===== src/rtl/wb_ctrl_pkg.sv =====
// Shared types and helpers for the writeback controller.
package wb_ctrl_pkg;

    localparam int REG_ADDR_W = 5;
    localparam int XLEN       = 32;

    // RISC-V load funct3 encodings
    typedef enum logic [2:0] {
        F3_LB  = 3'b000,
        F3_LH  = 3'b001,
        F3_LW  = 3'b010,
        F3_LBU = 3'b100,
        F3_LHU = 3'b101
    } ld_funct3_e;

    // One queued load result: destination register plus formatted data
    typedef struct packed {
        logic [REG_ADDR_W-1:0] rd;
        logic [XLEN-1:0]       data;
    } ld_entry_t;

    // Select the addressed byte/half of an aligned word and extend it.
    // Unknown funct3 codes fall back to the full word.
    function automatic logic [XLEN-1:0] load_extend(
        input logic [2:0]      funct3,
        input logic [1:0]      addr_lo,
        input logic [XLEN-1:0] rdata
    );
        logic [7:0]      b;
        logic [15:0]     h;
        logic [XLEN-1:0] r;
        b = rdata[{addr_lo, 3'b000} +: 8];
        h = rdata[{addr_lo[1], 4'b0000} +: 16];
        case (funct3)
            F3_LB:   r = {{(XLEN-8){b[7]}}, b};
            F3_LH:   r = {{(XLEN-16){h[15]}}, h};
            F3_LBU:  r = {{(XLEN-8){1'b0}}, b};
            F3_LHU:  r = {{(XLEN-16){1'b0}}, h};
            default: r = rdata;
        endcase
        return r;
    endfunction

endpackage


===== src/rtl/wb_ctrl_if.sv =====
// EX / LSU / regfile-write signal bundle around the writeback controller.
interface wb_ctrl_if;
    import wb_ctrl_pkg::*;

    logic                  ex_wen_i;
    logic [REG_ADDR_W-1:0] ex_waddr_i;
    logic [XLEN-1:0]       ex_wdata_i;
    logic                  ex_stall_o;
    logic                  ld_issue_i;
    logic [REG_ADDR_W-1:0] ld_issue_rd_i;
    logic                  lsu_rvalid_i;
    logic                  lsu_rready_o;
    logic [REG_ADDR_W-1:0] lsu_rd_i;
    logic [XLEN-1:0]       lsu_rdata_i;
    logic [2:0]            lsu_funct3_i;
    logic [1:0]            lsu_addr_lo_i;
    logic                  rd_wen_o;
    logic [REG_ADDR_W-1:0] rd_waddr_o;
    logic [XLEN-1:0]       rd_wdata_o;
    logic [XLEN-1:0]       busy_o;

    // Writeback controller side
    modport slave (
        input  ex_wen_i, ex_waddr_i, ex_wdata_i,
        input  ld_issue_i, ld_issue_rd_i,
        input  lsu_rvalid_i, lsu_rd_i, lsu_rdata_i, lsu_funct3_i, lsu_addr_lo_i,
        output ex_stall_o, lsu_rready_o,
        output rd_wen_o, rd_waddr_o, rd_wdata_o, busy_o
    );

    // Pipeline / environment side
    modport master (
        output ex_wen_i, ex_waddr_i, ex_wdata_i,
        output ld_issue_i, ld_issue_rd_i,
        output lsu_rvalid_i, lsu_rd_i, lsu_rdata_i, lsu_funct3_i, lsu_addr_lo_i,
        input  ex_stall_o, lsu_rready_o,
        input  rd_wen_o, rd_waddr_o, rd_wdata_o, busy_o
    );

endinterface


===== src/rtl/wb_ld_fifo.sv =====
// Small synchronous FIFO holding formatted load results until they win writeback.
module wb_ld_fifo
    import wb_ctrl_pkg::*;
#(
    parameter int DEPTH = 2
) (
    input  logic                   clk,
    input  logic                   rst,
    input  logic                   push,
    input  ld_entry_t              push_data,
    input  logic                   pop,
    output ld_entry_t              head,
    output logic [$clog2(DEPTH):0] count,
    output logic                   full,
    output logic                   empty
);

    localparam int PW = $clog2(DEPTH);

    ld_entry_t      mem [DEPTH];
    logic [PW-1:0]  wr_ptr_reg;
    logic [PW-1:0]  rd_ptr_reg;
    logic [PW:0]    count_reg;
    logic           do_push;
    logic           do_pop;

    assign full    = (count_reg == (PW+1)'(DEPTH));
    assign empty   = (count_reg == '0);
    assign count   = count_reg;
    assign head    = mem[rd_ptr_reg];
    assign do_push = push && !full;
    assign do_pop  = pop && !empty;

    // Storage write; contents need no reset because count gates visibility
    always_ff @(posedge clk) begin
        if (do_push) begin
            mem[wr_ptr_reg] <= push_data;
        end
    end

    // Pointer and occupancy tracking; power-of-two depth lets pointers wrap naturally
    always_ff @(posedge clk) begin
        if (!rst) begin
            wr_ptr_reg <= '0;
            rd_ptr_reg <= '0;
            count_reg  <= '0;
        end else begin
            if (do_push) wr_ptr_reg <= wr_ptr_reg + 1'b1;
            if (do_pop)  rd_ptr_reg <= rd_ptr_reg + 1'b1;
            case ({do_push, do_pop})
                2'b10:   count_reg <= count_reg + 1'b1;
                2'b01:   count_reg <= count_reg - 1'b1;
                default: count_reg <= count_reg;
            endcase
        end
    end

endmodule


===== src/rtl/wb_ctrl.sv =====
// Writeback controller: merges EX results and queued load data onto the
// regfile write port, with a starvation guard and a pending-load scoreboard.
module wb_ctrl
    import wb_ctrl_pkg::*;
#(
    parameter int DEPTH      = 2,
    parameter int STARVE_MAX = 3
) (
    input  logic      clk,
    input  logic      rst,
    wb_ctrl_if.slave  bus
);

    localparam int CW = $clog2(DEPTH) + 1;
    localparam int SW = (STARVE_MAX < 1) ? 1 : $clog2(STARVE_MAX + 1);

    ld_entry_t             push_entry;
    ld_entry_t             fifo_head;
    logic [CW-1:0]         fifo_count;
    logic                  fifo_full;
    logic                  fifo_empty;
    logic                  accept;
    logic                  ex_stall;
    logic                  fifo_win;
    logic                  ex_win;
    logic                  win;
    logic [REG_ADDR_W-1:0] win_addr;
    logic [XLEN-1:0]       win_data;
    logic [SW-1:0]         starve_reg;
    logic [SW-1:0]         starve_next;
    logic [XLEN-1:0]       busy_reg;
    logic [XLEN-1:0]       busy_next;
    logic                  rd_wen_reg;
    logic [REG_ADDR_W-1:0] rd_waddr_reg;
    logic [XLEN-1:0]       rd_wdata_reg;

    // Load data is formatted on entry so the FIFO holds regfile-ready values
    assign push_entry.rd   = bus.lsu_rd_i;
    assign push_entry.data = load_extend(bus.lsu_funct3_i, bus.lsu_addr_lo_i, bus.lsu_rdata_i);
    assign bus.lsu_rready_o = (fifo_count != CW'(DEPTH));
    assign accept           = bus.lsu_rvalid_i && !fifo_full;

    wb_ld_fifo #(.DEPTH(DEPTH)) u_fifo (
        .clk       (clk),
        .rst       (rst),
        .push      (accept),
        .push_data (push_entry),
        .pop       (fifo_win),
        .head      (fifo_head),
        .count     (fifo_count),
        .full      (fifo_full),
        .empty     (fifo_empty)
    );

    // Arbitration: EX normally wins, but a waiting load is forced through
    // after STARVE_MAX consecutive EX wins
    always_comb begin
        ex_stall    = (fifo_count != '0) && (starve_reg == SW'(STARVE_MAX));
        fifo_win    = ex_stall || (!bus.ex_wen_i && !fifo_empty);
        ex_win      = !ex_stall && bus.ex_wen_i;
        win         = fifo_win || ex_win;
        win_addr    = fifo_win ? fifo_head.rd   : bus.ex_waddr_i;
        win_data    = fifo_win ? fifo_head.data : bus.ex_wdata_i;
        starve_next = starve_reg;
        if (fifo_win) begin
            starve_next = '0;
        end else if (ex_win) begin
            starve_next = fifo_empty ? '0 : starve_reg + 1'b1;
        end
    end

    assign bus.ex_stall_o = ex_stall;

    // Busy bits: a new issue sets, a registered FIFO write clears; set wins, x0 never busy
    for (genvar gi = 0; gi < XLEN; gi++) begin : g_busy
        if (gi == 0) begin : g_zero
            assign busy_next[gi] = 1'b0;
        end else begin : g_reg
            assign busy_next[gi] =
                (bus.ld_issue_i && bus.ld_issue_rd_i == REG_ADDR_W'(gi)) ||
                (busy_reg[gi] && !(fifo_win && fifo_head.rd == REG_ADDR_W'(gi)));
        end
    end

    // Register the winner onto the write port; address/data hold when idle
    always_ff @(posedge clk) begin
        if (!rst) begin
            rd_wen_reg   <= 1'b0;
            rd_waddr_reg <= '0;
            rd_wdata_reg <= '0;
            starve_reg   <= '0;
            busy_reg     <= '0;
        end else begin
            rd_wen_reg <= win && (win_addr != '0);
            if (win) begin
                rd_waddr_reg <= win_addr;
                rd_wdata_reg <= win_data;
            end
            starve_reg <= starve_next;
            busy_reg   <= busy_next;
        end
    end

    assign bus.rd_wen_o   = rd_wen_reg;
    assign bus.rd_waddr_o = rd_waddr_reg;
    assign bus.rd_wdata_o = rd_wdata_reg;
    assign bus.busy_o     = busy_reg;

    // A second load to a still-pending register (WAW) must be held off by ID,
    // unless that register is being released in the same cycle
    a_no_waw: assert property (@(posedge clk) disable iff (!rst)
        !(bus.ld_issue_i && bus.ld_issue_rd_i != '0 && busy_reg[bus.ld_issue_rd_i] &&
          !(fifo_win && fifo_head.rd == bus.ld_issue_rd_i)));

    // EX must never write a register with a load still outstanding
    a_no_ex_busy: assert property (@(posedge clk) disable iff (!rst)
        !(ex_win && bus.ex_waddr_i != '0 && busy_reg[bus.ex_waddr_i]));

endmodule


===== src/flat_wrapper.sv =====
// flat-port wrapper written by rule: the top's interface ports become plain ports
module wb_ctrl_flat import wb_ctrl_pkg::*;
#(
    parameter int DEPTH      = 2,
    parameter int STARVE_MAX = 3
)
  (clk, rst, bus_ex_wen_i, bus_ex_waddr_i, bus_ex_wdata_i, bus_ld_issue_i, bus_ld_issue_rd_i, bus_lsu_rvalid_i, bus_lsu_rd_i, bus_lsu_rdata_i, bus_lsu_funct3_i, bus_lsu_addr_lo_i, bus_ex_stall_o, bus_lsu_rready_o, bus_rd_wen_o, bus_rd_waddr_o, bus_rd_wdata_o, bus_busy_o);
  wb_ctrl_if bus_i ();
  input  logic clk;
  input  logic rst;
  input wire logic [$bits(bus_i.ex_wen_i)-1:0] bus_ex_wen_i;
  input wire logic [$bits(bus_i.ex_waddr_i)-1:0] bus_ex_waddr_i;
  input wire logic [$bits(bus_i.ex_wdata_i)-1:0] bus_ex_wdata_i;
  input wire logic [$bits(bus_i.ld_issue_i)-1:0] bus_ld_issue_i;
  input wire logic [$bits(bus_i.ld_issue_rd_i)-1:0] bus_ld_issue_rd_i;
  input wire logic [$bits(bus_i.lsu_rvalid_i)-1:0] bus_lsu_rvalid_i;
  input wire logic [$bits(bus_i.lsu_rd_i)-1:0] bus_lsu_rd_i;
  input wire logic [$bits(bus_i.lsu_rdata_i)-1:0] bus_lsu_rdata_i;
  input wire logic [$bits(bus_i.lsu_funct3_i)-1:0] bus_lsu_funct3_i;
  input wire logic [$bits(bus_i.lsu_addr_lo_i)-1:0] bus_lsu_addr_lo_i;
  output wire logic [$bits(bus_i.ex_stall_o)-1:0] bus_ex_stall_o;
  output wire logic [$bits(bus_i.lsu_rready_o)-1:0] bus_lsu_rready_o;
  output wire logic [$bits(bus_i.rd_wen_o)-1:0] bus_rd_wen_o;
  output wire logic [$bits(bus_i.rd_waddr_o)-1:0] bus_rd_waddr_o;
  output wire logic [$bits(bus_i.rd_wdata_o)-1:0] bus_rd_wdata_o;
  output wire logic [$bits(bus_i.busy_o)-1:0] bus_busy_o;
  assign bus_i.ex_wen_i = bus_ex_wen_i;
  assign bus_i.ex_waddr_i = bus_ex_waddr_i;
  assign bus_i.ex_wdata_i = bus_ex_wdata_i;
  assign bus_i.ld_issue_i = bus_ld_issue_i;
  assign bus_i.ld_issue_rd_i = bus_ld_issue_rd_i;
  assign bus_i.lsu_rvalid_i = bus_lsu_rvalid_i;
  assign bus_i.lsu_rd_i = bus_lsu_rd_i;
  assign bus_i.lsu_rdata_i = bus_lsu_rdata_i;
  assign bus_i.lsu_funct3_i = bus_lsu_funct3_i;
  assign bus_i.lsu_addr_lo_i = bus_lsu_addr_lo_i;
  assign bus_ex_stall_o = bus_i.ex_stall_o;
  assign bus_lsu_rready_o = bus_i.lsu_rready_o;
  assign bus_rd_wen_o = bus_i.rd_wen_o;
  assign bus_rd_waddr_o = bus_i.rd_waddr_o;
  assign bus_rd_wdata_o = bus_i.rd_wdata_o;
  assign bus_busy_o = bus_i.busy_o;
  wb_ctrl #(.DEPTH(DEPTH), .STARVE_MAX(STARVE_MAX)) u_core (.clk(clk), .rst(rst), .bus(bus_i));
endmodule

===== config.mk =====
export PLATFORM = sky130hd
export DESIGN_NAME = wb_ctrl_flat
export DESIGN_NICKNAME = d
export VERILOG_FILES = /design/src/rtl/wb_ctrl_pkg.sv /design/src/rtl/wb_ctrl_if.sv /design/src/rtl/wb_ld_fifo.sv /design/src/rtl/wb_ctrl.sv /design/src/flat_wrapper.sv
export SDC_FILE = /design/constraint.sdc
export NUM_CORES = 1
export LEC_CHECK = 0
export ABC_AREA = 1
export CAP_MARGIN = 20
export CORE_ASPECT_RATIO = 1.75
export CORE_MARGIN = 4
export CORE_UTILIZATION = 40
export DETAILED_ROUTE_END_ITERATION = 8
export PLACE_DENSITY = 0.66
export SYNTH_ARGS = -nofsm -noshare
export SYNTH_HDL_FRONTEND = slang
export SYNTH_SLANG_ARGS = --single-unit
export TNS_END_PERCENT = 20

===== constraint.sdc =====
create_clock -name clk -period 5.88 [get_ports clk]
set_input_delay 1.47 -clock clk [delete_from_list [all_inputs] [get_ports clk]]
set_output_delay 1.47 -clock clk [all_outputs]
set_load 0.05 [all_outputs]

; ---- Word level (Yosys, flattened, before mapping)
; Memories as Yosys holds them, arrays and structs flattened. A register that Yosys moved wholly into a read port is not among the register bits.
; Cells that the tools add are included.
[op_classes]
shifts = 2
eq_ne = 70
muxes = 9
addsub = 5
n_bitwise = 1
reduce_logical = 174
[op_table]
columns = op, count
row1 = 5-bit == test (second input constant), 32
row2 = 32-bit one-hot mux with 4 select lines, 1
row3 = 1-bit logical AND, 100
row4 = 5-bit by 4-bit == test with 1-bit output (second input constant), 16
row5 = 5-bit by 3-bit == test with 1-bit output (second input constant), 8
row6 = 1-bit zero test, 35
row7 = 1-bit logical OR, 33
row8 = 32-bit 2-to-1 mux, 1
row9 = 32-bit by 6-bit indexed part select with 16-bit output, 1
row10 = 32-bit by 6-bit indexed part select with 8-bit output, 1
row11 = 5-bit by 2-bit == test with 1-bit output (second input constant), 4
row12 = 5-bit by 1-bit == test with 1-bit output (second input constant), 2
row13 = 2-bit == test (second input constant), 3
row14 = 3-bit == test (second input constant), 2
row15 = 5-bit 2-to-1 mux, 1
row16 = 5-bit nonzero test, 1
row17 = 2-bit by 1-bit adder with 2-bit output (second input constant), 2
row18 = 1-bit 2-to-1 mux, 4
row19 = 2-bit one-hot mux with 2 select lines, 1
row20 = 2-bit nonzero test, 2
row21 = 3-bit by 1-bit == test with 1-bit output (second input constant), 1
row22 = 3-bit zero test, 1
row23 = 1-bit adder (second input constant), 2
row24 = 2-bit by 1-bit == test with 1-bit output (second input constant), 1
row25 = 6 further kinds, 6
[word_totals]
elab_cells = 271
mem_bits_rw = 74
out_inout_bits = 72
ff_bits = 76
memories = 1
in_bits = 89
[memory_table]
columns = name, depth, width, rd, rd_clocked_by_memory_dff, wr, line_no
row1 = u_core.u_fifo.mem, 2, 37, 1, 1, 1, wb_ld_fifo.sv:20  ; ld_entry_t mem [DEPTH];

; ---- Logic depth before layout (Yosys ltp)
[logic_depth]
word_depth = 8
mapped_depth = 10
depth_no_buf = 10

; ---- Hierarchy
; A second synthesis with hierarchy kept.
[hier_totals]
hier_cells = 769
hier_area_um2 = 6924.1
[modules_own_cells]
columns = module, area_each_um2, seq_area_each_um2, cells_each, n_inst
row1 = wb_ctrl, 3852.4, 1421.4, 614, 1
row2 = wb_ld_fifo, 3071.7, 2322.2, 155, 1

; ---- Least setup slack after synthesis
; Ideal clock, no wire load.
[synth_path]
kind = in2reg
start = in bus_lsu_rvalid_i
end = mem u_core.u_fifo.mem[1][0] in the netlist's numbering (enable)
setup_time_ns = 0.433
required_ns = 5.447
arrival_time_ns = 3.173
n_path_buf = 0
cell_stages = 2
setup_slack_ns = 2.274
path_cell_list = nand2_1 -> nor2_1
[synth_between]
elab_chain_cells = 4
[synth_rtl]
columns = element, line_no
row1 = from (decl), flat_wrapper.sv:16  ; input wire logic [$bits(bus_i.lsu_rvalid_i)-1:0] bus_lsu_rvalid_i;
row2 = 1-bit logical AND, wb_ctrl.sv:41  ; assign accept = bus.lsu_rvalid_i && !fifo_full;
row3 = 1-bit logical AND, wb_ld_fifo.sv:31  ; assign do_push = push && !full;
row4 = 1-bit 2-to-1 mux, wb_ld_fifo.sv:36  ; if (do_push) begin
row5 = 1-bit 2-to-1 mux (implied by the code), wb_ld_fifo.sv:37  ; mem[wr_ptr_reg] <= push_data;
row6 = to (decl), wb_ld_fifo.sv:20
; Every way passes these cells.

==> results.sh <==
export IMPL_reg2reg_depth=8
export IMPL_fillers=1570
export IMPL_ant_nets=0
export IMPL_cts_sinks=150
export IMPL_routed_wl_um=21300
export IMPL_synth_distinct_cells=32
export IMPL_power_density_mw_per_mm2=360
export IMPL_crit_start="bus_lsu_addr_lo_i[1]"
export IMPL_reg2reg_to="u_core.bus.rd_wen_o$_SDFF_PN0_"
export IMPL_max_vdd_ir_drop_mv=0.221
export IMPL_grt_pass1_wl_um=32400
export IMPL_globalplace_congestion=0.962
export IMPL_grt_max_degree=68
export IMPL_drive_gt1_share_pct=7.49
export IMPL_cts_resized=0
export IMPL_wl_per_cell_um=17.7
export IMPL_cp_data_required_time_ns=5.96
export IMPL_hpwl_um=15600
export IMPL_path_common_cell="nand2_1"
export IMPL_viasPerCell=5.15
export IMPL_synth_seq_area_share_pct=54.1
export IMPL_syn_area_mm2=0.00692
export IMPL_r2r_start="u_core.u_fifo.count[1]$_SDFFE_PN0P_"
export IMPL_io_buffer_count=159
export IMPL_crit_chain="clkdlybuf4s50_1, inv_4, nand2_1, o21ai_2, nand2_1, o21ai_0, nand2_1, nand3_1"
export IMPL_largest_reg_flops=74
export IMPL_largest_register="u_core.u_fifo.mem"
export IMPL_fin_area_mm2=0.00919
export IMPL_die_h_um=182
export IMPL_post_route_min_period_ns=3.77
export IMPL_grt_pass1_vias=6069
export IMPL_status="finished clean"
export IMPL_path_clk_slew_ns=0.06
export IMPL_cp_start_kind="input pin"
export IMPL_rows=63
export IMPL_synth_flop_cell="dfxtp_1"
export IMPL_final_nets=1052
export IMPL_min_path_type="reg2reg"
export IMPL_endpoint_kind="register"
export IMPL_setup_ws_ns=2.11
export IMPL_ios=161
export IMPL_grt_setup_unrepaired="false"
export IMPL_route_vias_total=6188
export IMPL_cp_arrival_ns=3.85
export IMPL_start_util_pct=40.8
export IMPL_area_growth_synth_to_final_pct=32.8
export IMPL_insertion_delay_ns=0.42
export IMPL_cts_buffers=17
export IMPL_place_area_mm2=0.00860
export IMPL_place_ws_ns=1.76
export IMPL_p_leak_nw=3.52
export IMPL_reg2reg_slack_ns=3.45
export IMPL_slew_viol_final=0
export IMPL_floorplan_die_area_mm2=0.0196
export IMPL_grt_overflow_total=0
export IMPL_route_detailed_drc=0
export IMPL_crit_slowest_cell="clkdlybuf4s50_1"
export IMPL_slew_headroom_pct=30.7
export IMPL_die_w_um=107
export IMPL_syn_nets=915
export IMPL_setup_tns_ns=0
export IMPL_cp_max_fo=24
export IMPL_finalHoldViolCount=0
export IMPL_async_flop_share_pct=0
export IMPL_cts_hold_buf=0
export IMPL_ys_seq_elements=150
export IMPL_post_cts_buffers=0
export IMPL_cts_htree_levels=4
export IMPL_critPathMaxStageDelay_ns=0.87
export IMPL_fin_cells=1201
export IMPL_synth_edf_count=74
export IMPL_skew_ns=0.0169
export IMPL_clk_path_buf_depth=2
export IMPL_postSynthAreaPerCell_um2=8.40
export IMPL_drtIter0Drc=338
export IMPL_worst_slew_pin_slew_ns=1.04
export IMPL_dp_cells=1168
export IMPL_grtUsageTotal_pct=21.5
export IMPL_clockRootBuffer="clkbuf_16"
export IMPL_antenna_found_initial=0
export IMPL_syn_inst=824
export IMPL_critPathCapture="u_core.u_fifo.mem[1][9]$_DFFE_PP_"
export IMPL_design_core_area_mm2=0.0169
export IMPL_maxCapViolations=0
export IMPL_yosysWarnings=0
export IMPL_max_freq_ghz=0.265
export IMPL_cts_tree="yes"
export IMPL_period_share_pct=64.1
export IMPL_first_pass_iters=5
export IMPL_worst_setup_path_type="in2reg"
export IMPL_setup_violations=0
export IMPL_antenna_cells=0
==> per-layer routing <==
| metal | global-route usage [%] | wire, µm |
|---|---|---|
| met3 | 3.13 | 918 |
| met1 | 22.6 | 7800 |
| met5 | 0 | 0 |
| met4 | 8.34 | 623 |
| met2 | 41.6 | 11900 |
==> worst max-delay path, delay by kind of cell <==
family                 cells  cell delay [ns]
AO/OA/AOI/OAI              2             0.16
AND/OR/NAND/NOR            4             1.22
buffers and inverters      2             1.00
==> layout by cell type (no fill, tap or decap), types with 3 or more instances in the layout <==
cell	synthesis	final
inv_2	5	5
nor3_1	4	4
nand2_2	3	3
o21ai_0	71	71
buf_4	7	5
dfxtp_1	76	76
clkinv_4	0	5
o21ai_1	22	22
nor2_4	7	10
nand3_2	7	7
nand3_1	49	49
a21oi_1	46	46
o211ai_2	3	3
o211ai_1	35	35
clkbuf_16	0	18
nor2_1	96	94
edfxtp_1	74	74
nand2_1	227	227
inv_1	38	38
clkdlybuf4s50_1	0	158
inv_6	0	3
==> synth_stat cells, types with 2 or more instances <==
master	instances	area, µm²
o21ai_1	22	110
dfxtp_1	76	1520
buf_2	16	80.1
edfxtp_1	74	2220
inv_1	38	143
clkbuf_1	17	63.8
o21ai_0	71	355
or2_2	2	12.5
buf_6	6	67.6
inv_2	5	18.8
a21oi_1	46	230
nor3_1	4	20.0
nor2_2	2	12.5
o211ai_2	3	37.5
nor2_1	96	360
nand3_2	7	70.1
o211ai_1	35	263
ha_1	2	25.0
nand2_2	3	18.8
nand2_1	227	852
nand3_1	49	245
buf_4	7	52.6
nor2_4	7	78.8
==> final cells by class <==
cell class	count	area (µm²)	share of cell area, %
Sequential cell	150	3740	40.7
Multi-Input combinational cell	581	2740	29.8
Timing Repair Buffer	166	1660	18.1
Clock buffer	20	478	5.20
Tap cell	227	284	3.09
Inverter	45	171	1.86
Clock inverter	12	108	1.17
==> report_power, final <==
group	leakage [nW]	internal (W)	switching, W
combinational	1.92	0.000284	0.000666
clock	0.283	0.000601	0.000458
sequential	1.32	0.00124	0.0000613
==> metrics by stage <==
stage,power [W],util (%),hold WS [ns]
after global routing,0.00345,54.2,0.475
final,0.00331,54.2,0.460
after global placement,0.00226,50.5,0.444
after floorplan,0.00194,-,0.428
after detailed placement,0.00228,50.7,0.453
after CTS,0.00334,54.2,0.460
==> cell families (layout without fill, tap and decap cells) <==
family | Yosys count | in the layout | share of synthesized area [%]
adder cells (fa/ha/maj) | 2 | 2 | 0.361
buffers and inverters | 93 | 243 | 6.58
AO/OA/AOI/OAI | 179 | 179 | 14.6
flip-flops | 150 | 150 | 54.1
AND/OR/NAND/NOR | 399 | 399 | 24.3
other | 1 | 1 | 0.0542
==> how the worst min path moves through the flow <==
stage / slack, ns / start / endpoint / cells past startpoint
finish: 0.46 / u_core.bus.busy_o[13]$_SDFF_PN0_ / u_core.bus.busy_o[13]$_SDFF_PN0_ / 2
global route: 0.48 / u_core.bus.busy_o[31]$_SDFF_PN0_ / u_core.bus.busy_o[31]$_SDFF_PN0_ / 2
CTS: 0.46 / u_core.u_fifo.rd_ptr_reg$_SDFFE_PN0P_ / register / 1
detailed placement: 0.45 / u_core.bus.busy_o[24]$_SDFF_PN0_ / u_core.bus.busy_o[24]$_SDFF_PN0_ / 2
global placement: 0.44 / u_core.u_fifo.rd_ptr_reg$_SDFFE_PN0P_ / u_core.u_fifo.rd_ptr_reg$_SDFFE_PN0P_ / 1
floorplan: 0.43 / u_core.starve_reg[0]$_SDFFE_PP0P_ / u_core.starve_reg[0]$_SDFFE_PP0P_ / 1
(Power assumes the default switching activity.)
